`config.mk`:
```
export PLATFORM = sky130hd
export DESIGN_NAME = muldiv_seq
export DESIGN_NICKNAME = d
export VERILOG_FILES = /design/src/rtl/muldiv_seq_pkg.sv /design/src/rtl/muldiv_seq_step.sv /design/src/rtl/muldiv_seq.sv
export SDC_FILE = /design/constraint.sdc
export NUM_CORES = 2
export LEC_CHECK = 0
export CAP_MARGIN = 40
export CORE_UTILIZATION = 40
export DETAILED_ROUTE_END_ITERATION = 10
export PLACE_DENSITY = 0.59
export SETUP_SLACK_MARGIN = 0.5
export SLEW_MARGIN = 20
export SYNTH_ARGS = -nofsm -noshare
export SYNTH_HDL_FRONTEND = slang
export SYNTH_SLANG_ARGS = --single-unit
```
`constraint.sdc`:
```
create_clock -name clk -period 9.5 [get_ports clk]
set_input_delay 1.9 -clock clk [delete_from_list [all_inputs] [get_ports clk]]
set_output_delay 1.9 -clock clk [all_outputs]
set_load 0.01 [all_outputs]
```
`src/rtl/muldiv_seq_pkg.sv`:
```
// Shared definitions for the sequential multiply/divide unit.
//   common : iteration counts for full-width and word (W) operations.
//   pipes  : operation encoding (mdfunc_t), FSM state enum and small
//            decode helpers used by muldiv_seq.
// No ports; imported by rtl/muldiv_seq.sv and tb/tb_muldiv_seq.sv.

package common;

   localparam int MD_ITER64 = 64;
   localparam int MD_ITER32 = 32;

endpackage : common

package pipes;

   typedef enum logic [3:0] {
      MD_MUL,
      MD_MULW,
      MD_DIV,
      MD_DIVU,
      MD_REM,
      MD_REMU,
      MD_DIVW,
      MD_DIVUW,
      MD_REMW,
      MD_REMUW
   } mdfunc_t;

   typedef enum logic [1:0] {
      MD_IDLE,
      MD_BUSY,
      MD_DONE
   } md_state_t;

   // Word ops work on the low 32 bits and sign-extend the result from bit 31.
   function automatic logic op_is_w(input mdfunc_t f);
      case (f)
         MD_MULW, MD_DIVW, MD_DIVUW, MD_REMW, MD_REMUW: return 1'b1;
         default:                                       return 1'b0;
      endcase
   endfunction

   // Signed ops sign-extend word operands; for divides they also get the
   // magnitude/negation treatment.
   function automatic logic op_is_signed(input mdfunc_t f);
      case (f)
         MD_MUL, MD_MULW, MD_DIV, MD_REM, MD_DIVW, MD_REMW: return 1'b1;
         default:                                           return 1'b0;
      endcase
   endfunction

   function automatic logic op_is_div(input mdfunc_t f);
      return !(f == MD_MUL || f == MD_MULW);
   endfunction

   function automatic logic op_is_rem(input mdfunc_t f);
      case (f)
         MD_REM, MD_REMU, MD_REMW, MD_REMUW: return 1'b1;
         default:                            return 1'b0;
      endcase
   endfunction

   function automatic logic [63:0] sext32(input logic [31:0] v);
      return {{32{v[31]}}, v};
   endfunction

endpackage : pipes

```
`src/rtl/muldiv_seq_step.sv`:
```
// One iteration of the sequential multiply/divide datapath (combinational).
// Ports:
//   is_div     : 1 = restoring shift-subtract step, 0 = shift-add step
//   acc        : multiply partial product / divide partial remainder
//   mq         : multiplier (shifts right) / dividend-quotient (shifts left)
//   mcand      : multiplicand (shifts left) / divisor (constant)
//   *_nxt      : register values after this iteration

module muldiv_step (
   input  logic        is_div,
   input  logic [63:0] acc,
   input  logic [63:0] mq,
   input  logic [63:0] mcand,
   output logic [63:0] acc_nxt,
   output logic [63:0] mq_nxt,
   output logic [63:0] mcand_nxt
);

   // The shifted remainder can reach 2*divisor-1, so it needs a 65th bit;
   // the 65-bit difference is negative exactly when no subtraction fits.
   logic [64:0] rem_sh;
   logic [64:0] diff;

   always_comb begin
      // NOTE: every output gets a default first so no path can leave it
      // unassigned, which would otherwise infer a latch.
      rem_sh    = {acc, mq[63]};
      diff      = rem_sh - {1'b0, mcand};
      acc_nxt   = acc;
      mq_nxt    = mq;
      mcand_nxt = mcand;

      if (is_div) begin
         if (!diff[64]) begin
            acc_nxt = diff[63:0];
            mq_nxt  = {mq[62:0], 1'b1};
         end else begin
            acc_nxt = rem_sh[63:0];
            mq_nxt  = {mq[62:0], 1'b0};
         end
      end else begin
         acc_nxt   = acc + (mq[0] ? mcand : 64'd0);
         mq_nxt    = {1'b0, mq[63:1]};
         mcand_nxt = {mcand[62:0], 1'b0};
      end
   end

endmodule : muldiv_step

```
`src/rtl/muldiv_seq.sv`:
```
// Sequential integer multiply/divide unit (RV64M-style semantics).
// One shift-add or restoring shift-subtract iteration per BUSY cycle:
// 64 iterations for full-width ops, 32 for word ops. Divide-by-zero and
// signed overflow are resolved at acceptance and complete in one cycle.
// Ports:
//   clk, reset          : clock, synchronous active-high reset
//   in_valid/in_ready   : request handshake (in_ready high only in IDLE)
//   op, a, b            : operation and operands, captured on acceptance
//   flush               : abort any in-flight operation, return to IDLE
//   out_valid/out_ready : result handshake (out_valid high only in DONE)
//   c                   : result, held stable while in DONE
//   busy                : high in BUSY or DONE

module muldiv_seq
   import common::*;
   import pipes::*;
(
   input  logic          clk,
   input  logic          reset,
   input  logic          in_valid,
   output logic          in_ready,
   input  mdfunc_t       op,
   input  logic [63:0]   a,
   input  logic [63:0]   b,
   input  logic          flush,
   output logic          out_valid,
   input  logic          out_ready,
   output logic [63:0]   c,
   output logic          busy
);

   localparam logic [6:0] LAST64 = 7'(MD_ITER64 - 1);
   localparam logic [6:0] LAST32 = 7'(MD_ITER32 - 1);

   md_state_t   state_q, state_d;
   mdfunc_t     op_q;
   logic [6:0]  cnt_q;
   logic [63:0] acc_q, mq_q, mcand_q;
   logic        neg_q_q, neg_r_q;
   logic [63:0] c_q;

   // ---------------------------------------------------------------
   // Request decode (operates on the live inputs, used on acceptance)
   // ---------------------------------------------------------------
   logic        accept;
   logic        in_w, in_signed, in_div, in_rem;
   logic [63:0] a_ext, b_ext;
   logic        sign_a, sign_b;
   logic [63:0] mag_a, mag_b;
   logic        div_zero, div_ovf, special;
   logic [63:0] spec_raw, spec_res;

   assign accept    = in_valid && (state_q == MD_IDLE) && !flush;
   assign in_w      = op_is_w(op);
   assign in_signed = op_is_signed(op);
   assign in_div    = op_is_div(op);
   assign in_rem    = op_is_rem(op);

   assign a_ext = in_w ? (in_signed ? sext32(a[31:0]) : {32'd0, a[31:0]}) : a;
   assign b_ext = in_w ? (in_signed ? sext32(b[31:0]) : {32'd0, b[31:0]}) : b;

   assign sign_a = in_signed && a_ext[63];
   assign sign_b = in_signed && b_ext[63];
   assign mag_a  = sign_a ? (64'd0 - a_ext) : a_ext;
   assign mag_b  = sign_b ? (64'd0 - b_ext) : b_ext;

   // Most-negative / -1 compares against the sign-extended form, so one
   // comparison covers both the 64-bit and the word case.
   assign div_zero = in_div && (b_ext == 64'd0);
   assign div_ovf  = in_div && in_signed && (b_ext == '1) &&
                     (a_ext == (in_w ? 64'hFFFF_FFFF_8000_0000
                                     : 64'h8000_0000_0000_0000));
   assign special  = div_zero || div_ovf;

   always_comb begin
      spec_raw = '1;
      if (div_zero) spec_raw = in_rem ? a_ext : '1;
      else          spec_raw = in_rem ? 64'd0 : a_ext;
      spec_res = in_w ? sext32(spec_raw[31:0]) : spec_raw;
   end

   // ---------------------------------------------------------------
   // Iteration datapath
   // ---------------------------------------------------------------
   logic [63:0] step_acc, step_mq, step_mcand;
   logic        last_iter;
   logic [63:0] res_raw, fin_res;

   muldiv_step u_step (
      .is_div    (op_is_div(op_q)),
      .acc       (acc_q),
      .mq        (mq_q),
      .mcand     (mcand_q),
      .acc_nxt   (step_acc),
      .mq_nxt    (step_mq),
      .mcand_nxt (step_mcand)
   );

   assign last_iter = (state_q == MD_BUSY) &&
                      (cnt_q == (op_is_w(op_q) ? LAST32 : LAST64));

   // Sign fix-up and word sign-extension, applied to the values the final
   // iteration produces so the result is registered on entry to DONE.
   always_comb begin
      res_raw = step_acc;
      if (op_is_div(op_q)) begin
         if (op_is_rem(op_q)) res_raw = neg_r_q ? (64'd0 - step_acc) : step_acc;
         else                 res_raw = neg_q_q ? (64'd0 - step_mq)  : step_mq;
      end
      fin_res = op_is_w(op_q) ? sext32(res_raw[31:0]) : res_raw;
   end

   // ---------------------------------------------------------------
   // FSM
   // ---------------------------------------------------------------
   always_ff @(posedge clk) begin
      if (reset) state_q <= MD_IDLE;
      else       state_q <= state_d;
   end

   always_comb begin
      state_d = state_q;
      case (state_q)
         MD_IDLE: if (accept)    state_d = special ? MD_DONE : MD_BUSY;
         MD_BUSY: if (last_iter) state_d = MD_DONE;
         MD_DONE: if (out_ready) state_d = MD_IDLE;
         default:                state_d = MD_IDLE;
      endcase
      if (flush) state_d = MD_IDLE;
   end

   // ---------------------------------------------------------------
   // Operand / accumulator registers
   // ---------------------------------------------------------------
   always_ff @(posedge clk) begin
      // NOTE: the datapath registers are reset along with the FSM so c is
      // never X, even before the first result; they are flops, not a RAM.
      if (reset) begin
         op_q    <= MD_MUL;
         cnt_q   <= '0;
         acc_q   <= '0;
         mq_q    <= '0;
         mcand_q <= '0;
         neg_q_q <= 1'b0;
         neg_r_q <= 1'b0;
         c_q     <= '0;
      end else begin
         // NOTE: state uses non-blocking assignments so every register
         // samples the pre-edge values regardless of statement order.
         if (accept) begin
            op_q    <= op;
            cnt_q   <= '0;
            acc_q   <= '0;
            neg_q_q <= in_div && (sign_a ^ sign_b);
            neg_r_q <= in_div && sign_a;
            if (in_div) begin
               // Word dividends start at bit 63 so the MSB-first shift works
               // unchanged; after 32 steps the quotient sits in mq[31:0].
               mq_q    <= in_w ? {mag_a[31:0], 32'd0} : mag_a;
               mcand_q <= mag_b;
            end else begin
               mq_q    <= b_ext;
               mcand_q <= a_ext;
            end
            if (special) c_q <= spec_res;
         end else if (state_q == MD_BUSY && !flush) begin
            acc_q   <= step_acc;
            mq_q    <= step_mq;
            mcand_q <= step_mcand;
            if (last_iter) begin
               cnt_q <= '0;
               c_q   <= fin_res;
            end else begin
               cnt_q <= cnt_q + 7'd1;
            end
         end else if (flush) begin
            cnt_q <= '0;
         end
      end
   end

   assign in_ready  = (state_q == MD_IDLE);
   assign out_valid = (state_q == MD_DONE);
   assign busy      = (state_q != MD_IDLE);
   assign c         = c_q;

endmodule : muldiv_seq

```
* Word-level counts from Yosys, hierarchy flattened
Index checks and enable logic that the tools add are counted.
** Operators by class
- Eq/ne operators :: 24
- Order comparisons :: 0
- Reductions and logical operators :: 36
- $add $sub $neg :: 7
- Multiply operators :: 0
- Muxes and demuxes :: 48
- Bitwise operators :: 1
- Shift operators :: 0
- Div/mod/pow operators :: 0
** Operator list (count)
- $mux W64 :: 31
- $sub A1 B64 Y64 const A :: 4
- $sub A65 B64 Y65 :: 1
- $add A64 B64 Y64 :: 1
- $eq A64 B64 Y1 :: 1
- $eq A64 B64 Y1 const B :: 1
- $logic_not A64 Y1 :: 1
- $mux W63 :: 1
- $eq A4 B3 Y1 const B :: 8
- $mux W7 :: 3
- $eq A4 B4 Y1 const B :: 4
- $logic_and A1 B1 Y1 :: 12
- $reduce_bool A2 Y1 :: 5
- $reduce_or A5 Y1 :: 2
- $eq A4 B1 Y1 const B :: 2
- $logic_not A4 Y1 :: 2
- $mux W2 :: 4
- $reduce_or A4 Y1 :: 2
- $add A7 B1 Y7 const B :: 1
- $eq A7 B6 Y1 :: 1
- $mux W1 :: 7
- $mux W6 :: 1
- $ne A2 B1 Y1 const B :: 3
- $pmux W2 S3 :: 1
- 12 further kinds :: 17
** Storage, ports and cells
- Word-level logic and storage cells :: 125
- Output and inout port bits :: 67
- Memories kept :: 0
- Input port bits :: 137
- Bits in registers :: 271
- Latch bits :: 0
- Bits in read-only memories :: 0
- Memory bits (writable) :: 0

* Longest topological paths before layout
- Depth in word-level cells :: 12
- Depth in mapped cells :: 29
- Depth with buffers taken out :: 25

* Cells and area by module
A second synthesis with hierarchy kept.
** Unflattened totals
- Cells, all modules :: 4842
- Area total of the unflattened synthesis :: 32915.3 um^2
** By module, submodules not included
- muldiv_seq :: instances 1, area each 22450.3 um^2, sequential area each 5425.2 um^2, cells an instance 3244
- muldiv_step :: instances 1, area each 10465.0 um^2, sequential area each 0.0 um^2, cells an instance 1598

* Least setup slack after synthesis
No wires, ideal clock.
- Path kind :: reg2reg
- From :: register mq_q[63]
- To :: register c_q[50] (netlist: c[50])
- Arrival time :: 6.220 ns
- Slack :: 3.163 ns
- Setup time :: 0.117 ns
- Stages on the path, launching flop included :: 28
- Data required time :: 9.383 ns
- Cell sequence :: dfxtp_1 > inv_1 > ha_1 > fa_1 > nor2b_1 > o31ai_4 > a21oi_1 > o211a_4 > o2111ai_2 > and3_1 > buf_6 > nor3_4 > buf_6 > buf_2 > buf_2 > clkbuf_1 > clkbuf_1 > a211oi_1 > a21oi_1 > ha_1 > inv_1 > or3_1 > or3_4 > or3_4 > or4_1 > o211ai_1 > nand2_1 > a22o_1
** On the way
- Word-level cells in the longest chain between the ends :: 11
- Elaborated cells between the ends (all ways) :: 15
** Ends and longest elaborated chain
- start, declared :: line muldiv_seq.sv:38 : logic [63:0] acc_q, mq_q, mcand_q;
- start signal, assigned :: line muldiv_seq.sv:159 : mq_q <= in_w ? {mag_a[31:0], 32'd0} : mag_a;
- start signal, assigned :: line muldiv_seq.sv:162 : mq_q <= b_ext;
- start signal, assigned :: line muldiv_seq.sv:168 : mq_q <= step_mq;
- $sub A65 B64 Y65 :: line muldiv_seq_step.sv:28 : diff = rem_sh - {1'b0, mcand};
- $mux W1 or $mux W64 (tied branches) :: line muldiv_seq_step.sv:34 : if (!diff[64]) begin
- $mux W64 :: line muldiv_seq_step.sv:33 : if (is_div) begin
- $sub A1 B64 Y64 (on tied branches) :: line muldiv_seq.sv:108, muldiv_seq.sv:107
- $mux W64 (on tied branches) :: line muldiv_seq.sv:108, muldiv_seq.sv:107
- $mux W64 :: line muldiv_seq.sv:107 : if (op_is_rem(op_q)) res_raw = neg_r_q ? (64'd0 - step_acc) : step_acc;
- $mux W64 (*) :: line muldiv_seq.sv:106 : if (op_is_div(op_q)) begin
- $mux W64 (*) :: line muldiv_seq.sv:110 : fin_res = op_is_w(op_q) ? sext32(res_raw[31:0]) : res_raw;
- $mux W64 (*) :: line muldiv_seq.sv:170 : if (last_iter) begin
- $mux W64 (*) :: line muldiv_seq.sv:166 : end else if (state_q == MD_BUSY && !flush) begin
- $mux W64 (*) :: line muldiv_seq.sv:150 : if (accept) begin
- end signal, assigned :: line muldiv_seq.sv:165 : if (special) c_q <= spec_res;
- end signal, assigned :: line muldiv_seq.sv:172 : c_q <= fin_res;
- end, declared :: line muldiv_seq.sv:40 : logic [63:0] c_q;
Mark *: on every way between the ends. The rest lies on a longest branch, timed or not. The select of a mux whose other input is x is not followed.
A chain may end at the register's enable or synchronous reset.

* Final worst setup path
- From :: input b[0]
- To :: register c_q[58] (netlist: c[58])
** On the way
- Word-level cells in the longest chain between the ends :: 8
- Elaborated cells between the ends (all ways) :: 14
** Ends and longest elaborated chain
- start, declared :: line muldiv_seq.sv:24 : input logic [63:0] b,
- $mux W64 :: line muldiv_seq.sv:60 : assign b_ext = in_w ? (in_signed ? sext32(b[31:0]) : {32'd0, b[31:0]}) : b;
- $mux W64 (*) :: line muldiv_seq.sv:60
- $eq A64 B64 Y1 or $logic_not A64 Y1 (tied branches) :: line muldiv_seq.sv:70, muldiv_seq.sv:69
- $logic_and A1 B1 Y1 (on tied branches) :: line muldiv_seq.sv:70, muldiv_seq.sv:69
- $logic_and A1 B1 Y1 or $mux W64 (tied branches) :: line muldiv_seq.sv:70, muldiv_seq.sv:77
- $logic_or A1 B1 Y1 or $mux W64 (tied branches) :: line muldiv_seq.sv:73, muldiv_seq.sv:79
- $ne A2 B1 Y1 (no source line) or $mux W64 (tied branches)
- $reduce_and A3 Y1 (no source line) or $mux W64 (tied branches)
Marks and branches as above.

==> reports/results.txt <==
Leaving out fill and tap cells, the most frequent cells in the layout are nand2_1 (567), nor2_1 (516), a21oi_1 (514), o21ai_0 (396), dfxtp_1 (270). Setup repair after global routing left no endpoint under its margin. The tree is rooted in a clkbuf_16. The tools report the setup TNS as 0 ns. Entering global routing, the biggest net connects 137 pins. In this run switching power makes up 42.9% of total power. The run gives 1.62 ns as the worst setup timing slack at the placement stage.

The utilization of the core after routing came out at 45.7%. Largest fanout on the critical path: 32. For the worst-skew pair, the clock arrives at the later sink with an insertion delay of 0.61 ns. The routability-driven placement congestion ratio is 1.04. Counting every sink on the clock net gives 271. The share of the clock period used by the worst path works out to 77.9%. Summing internal, switching and leakage power gives 4470 uW. The total number of H-tree levels was 1. The highest clock rate is 135 MHz. In the post-route analysis, the smallest setup slack over all paths is 2.10 ns. Sort of element at the start of the critical path: an input pin. Buffers placed on the I/O ports in this run total 203. TritonCTS built the clock tree. The clock-pin slew of the registers on the worst-case setup and hold paths came out at 0.06 ns. The largest stage delay on the critical path came out at 0.67 ns. Minimum clock period: 7.40 ns. The count of nets left with antenna violations after detail routing came out at 0. In this run the tightest slew margin relative to its limit is 22.6%. For this design the ratio of total power to cell area is 123 nW/um2. Per report_power, the combinational group accounts for 42.5% of the total. The worst hold path class was reg2reg.

Of the total power, registers draw 27.9%. Summing every instance area after synthesis gives 32300 um2. The run gives 5545 as the DRC violation total after the first TritonRoute iteration.

Counting every net in the synthesized netlist gives 5119. Detailed placement ended at an HPWL of 121000 um. Averaged over all synthesized cells, the footprint is 6.66 um2. Compared with the post-synthesis result, the final layout area differs by 12.3%. The clock arrives with 0.0166 ns of skew. Of the total power, the clock network draws 29.6%. The number of buffers between clock root and the deepest sink was 3; the max-slew violation count was 0.

The number of antenna violations at the first check in global routing is 2, and the number of cells produced by synthesis is 4847. The height of the die was 286 um; the quantity of gates resized following cts was 0. IR analysis of the VDD net gives a maximum drop of 0.141 mV. After clock tree synthesis, the flow added hold-fix buffers numbering 0. The arrival time of the worst setup path is 7.95 ns, and the count of standard-cell rows is 103.

For the pin with the worst max-slew slack, the measured transition is 1.16 ns. The highest-delay cell along the critical path was or3_1. The number of different library cells used by synthesis comes to 109. Traced cell by cell, the critical path runs through clkdlybuf4s50_1 > inv_1 > ha_1 > or3b_2 > nor4_1 > and3_1 > and4b_1 > nand3_1 > a21oi_1 > nand3_1 > or3_1 > nand2_1 > buf_4 > o21ai_0 > nor2_1 > nor2_2 > buf_4 > a21oi_1 > and2_1 > o21ai_0 > nand2_1. The internal power of the cells totals 2550 uW. The run gives 0.0134 uW as the static leakage.

Dividing the detail-routed via count by the number of cells gives 6.51. The die covers 81900 um2. The number of global-route vias before repair came out at 34000. The most used flip-flop cell after synthesis is dfxtp_1. The library cell used most frequently in the layout, excluding fill and tap cells, is nand2_1. For the worst path required time, the log shows 10.04 ns.

The critical setup path kind was in2reg. After detailed routing, the total wire length is 156000 um. 204 I/O pins were placed. The tools report the sequential cell area fraction in the yosys report as 16.8%. The async set-reset flop share out of synthesis is 0%.

The ratio of cells with drive above 1 in the final layout is 5.50%, and the final hold violation count is 0. For the wire length of the first global-routing pass, the log shows 228000 um. The flow ran to the end, and the final reports show no timing, DRC or antenna violations. The total overflow reported by the global router was 0; the global-route total usage across every layer was 36.3%. Remaining routing DRC violations: 0. The number of endpoints failing setup at the final stage is 0, and the number of warnings reported in the yosys synthesis log is 0. The total clock buffers created by CTS was 31; the register bit count reported by yosys was 271. Buffers added to address setup during post-CTS repair amount to 0.

The total area inside the core boundary comes to 79400 um2. STA classifies the critical path endpoint as a flip-flop. The die is 286 um wide. For this design the total switching power over the nets is 1910 uW. The synthesized design contains 0 enable-type register cells.

For this run, the post-layout net count is 5099. The total via count after detailed routing was 38400; the max capacitance violation total was 0. The starting utilization of the core area was 40.7%. The pre-antenna-repair detailed-routing pass consisted of 6 iterations. Dividing the detail-routed wire length by the instance count gives 26.4 um.
-- logic make-up (layout without fill, tap and decap cells) --
| kind of cell | count (synthesis) | in the layout | share of synthesized area (%) |
|---|---|---|---|
| other cells | 0 | 1 | 0 |
| fa+ha+maj | 135 | 135 | 5.28 |
| flops | 271 | 271 | 16.8 |
| mux | 77 | 77 | 2.41 |
| compound gates | 1779 | 1779 | 35.3 |
| buf+inv | 500 | 504 | 6.10 |
| xor+xnor | 305 | 305 | 8.27 |
| simple gates | 1780 | 1780 | 25.9 |
-- critical path, delay by kind of cell --
kind	cells	cell delay [ns]
and+or+nand+nor	12	3.64
buffers and inverters	4	1.26
AOI/OAI and AO/OA	4	0.94
adders and majority gates	1	0.19
-- layer usage --
layer / share of wire, % / track usage (%) / vias to the layer above / routed length (um)
li1: - / - / 17700 / -
met1: 44 / 53.2 / 18200 / 68200
met2: 41 / 52.3 / 2239 / 63900
met3: 11 / 6.08 / 242 / 17200
met4: 4.2 / 13.6 / 2 / 6520
met5: 0.0083 / 0 / - / 13
-- layout make-up --
type / instances / area (um2)
antenna: 1 / 2.50
clock buffer: 45 / 918
clock inverter: 12 / 163
fill: 8452 / 43100
inverter: 129 / 484
multi-input combinational: 4076 / 25000
sequential: 271 / 5430
tap: 1050 / 1310
timing repair buffer: 318 / 2950
-- state kept, by name, indices dropped and copies added (netlist names) --
signal	flops
mcand_q	64
acc_q	64
op_q	4
neg_q_q	1
cnt_q	7
c	64
neg_r_q	1
mq_q	64
state_q	2
-- synth_stat cells (all sizes together) (21+ instances only) --
master / number / area share [%]
nor3: 144 / 2.3
buf: 74 / 1.1
o211ai: 94 / 2.2
nand3: 78 / 1.2
mux2i: 72 / 2.2
nand2b: 26 / 0.50
xnor2: 158 / 4.3
and3: 35 / 0.68
nor2: 524 / 6.1
dfxtp: 271 / 17
a31oi: 55 / 1.1
o21bai: 27 / 0.63
nor2b: 21 / 0.41
o41ai: 21 / 0.62
and2: 101 / 2.0
a21oi: 518 / 8.0
nand2: 568 / 6.6
a21o: 61 / 1.4
o221ai: 25 / 0.68
o21a: 41 / 0.95
a211oi: 247 / 5.7
nor4: 59 / 1.2
a221oi: 28 / 0.80
clkbuf: 297 / 3.5
o31ai: 52 / 1.3
inv: 129 / 1.5
ha: 133 / 5.2
or2: 29 / 0.56
nand4: 69 / 1.3
xor2: 147 / 4.0
o21ai: 417 / 6.5
or3: 53 / 1.1
-- final timing paths --
kind | from | endpoint | slack, ns | depth (start not counted)
min reg2reg | c[4] | c[4] | 0.45 | 2
min | c[4] | c[4] | 0.45 | 2
max reg2reg | mcand_q[37] | c[58] | 2.19 | 27
max | b[0] | c[58] | 2.10 | 21
-- power by group through the flow --
stage	Clock, uW	Sequential, uW	Combinational (uW)
2_1_floorplan	0	1240	1180
3_3_place_gp	0	1270	1800
3_5_place_dp	0	1270	1810
4_1_cts	1320	1240	1820
5_1_grt	1360	1250	2000
6_report	1320	1250	1900
-- per-stage QoR --
step / area [um2] / hold WS (ns) / std cells
6_report: 36300 / 0.453 / 5902
5_1_grt: 36300 / 0.484 / 5901
4_1_cts: 36100 / 0.453 / 5887
3_5_place_dp: 35100 / 0.445 / 5830
3_3_place_gp: 34800 / 0.448 / 5797
2_1_floorplan: 32300 / 0.429 / 4847
Power figures use the tool's default switching activity.
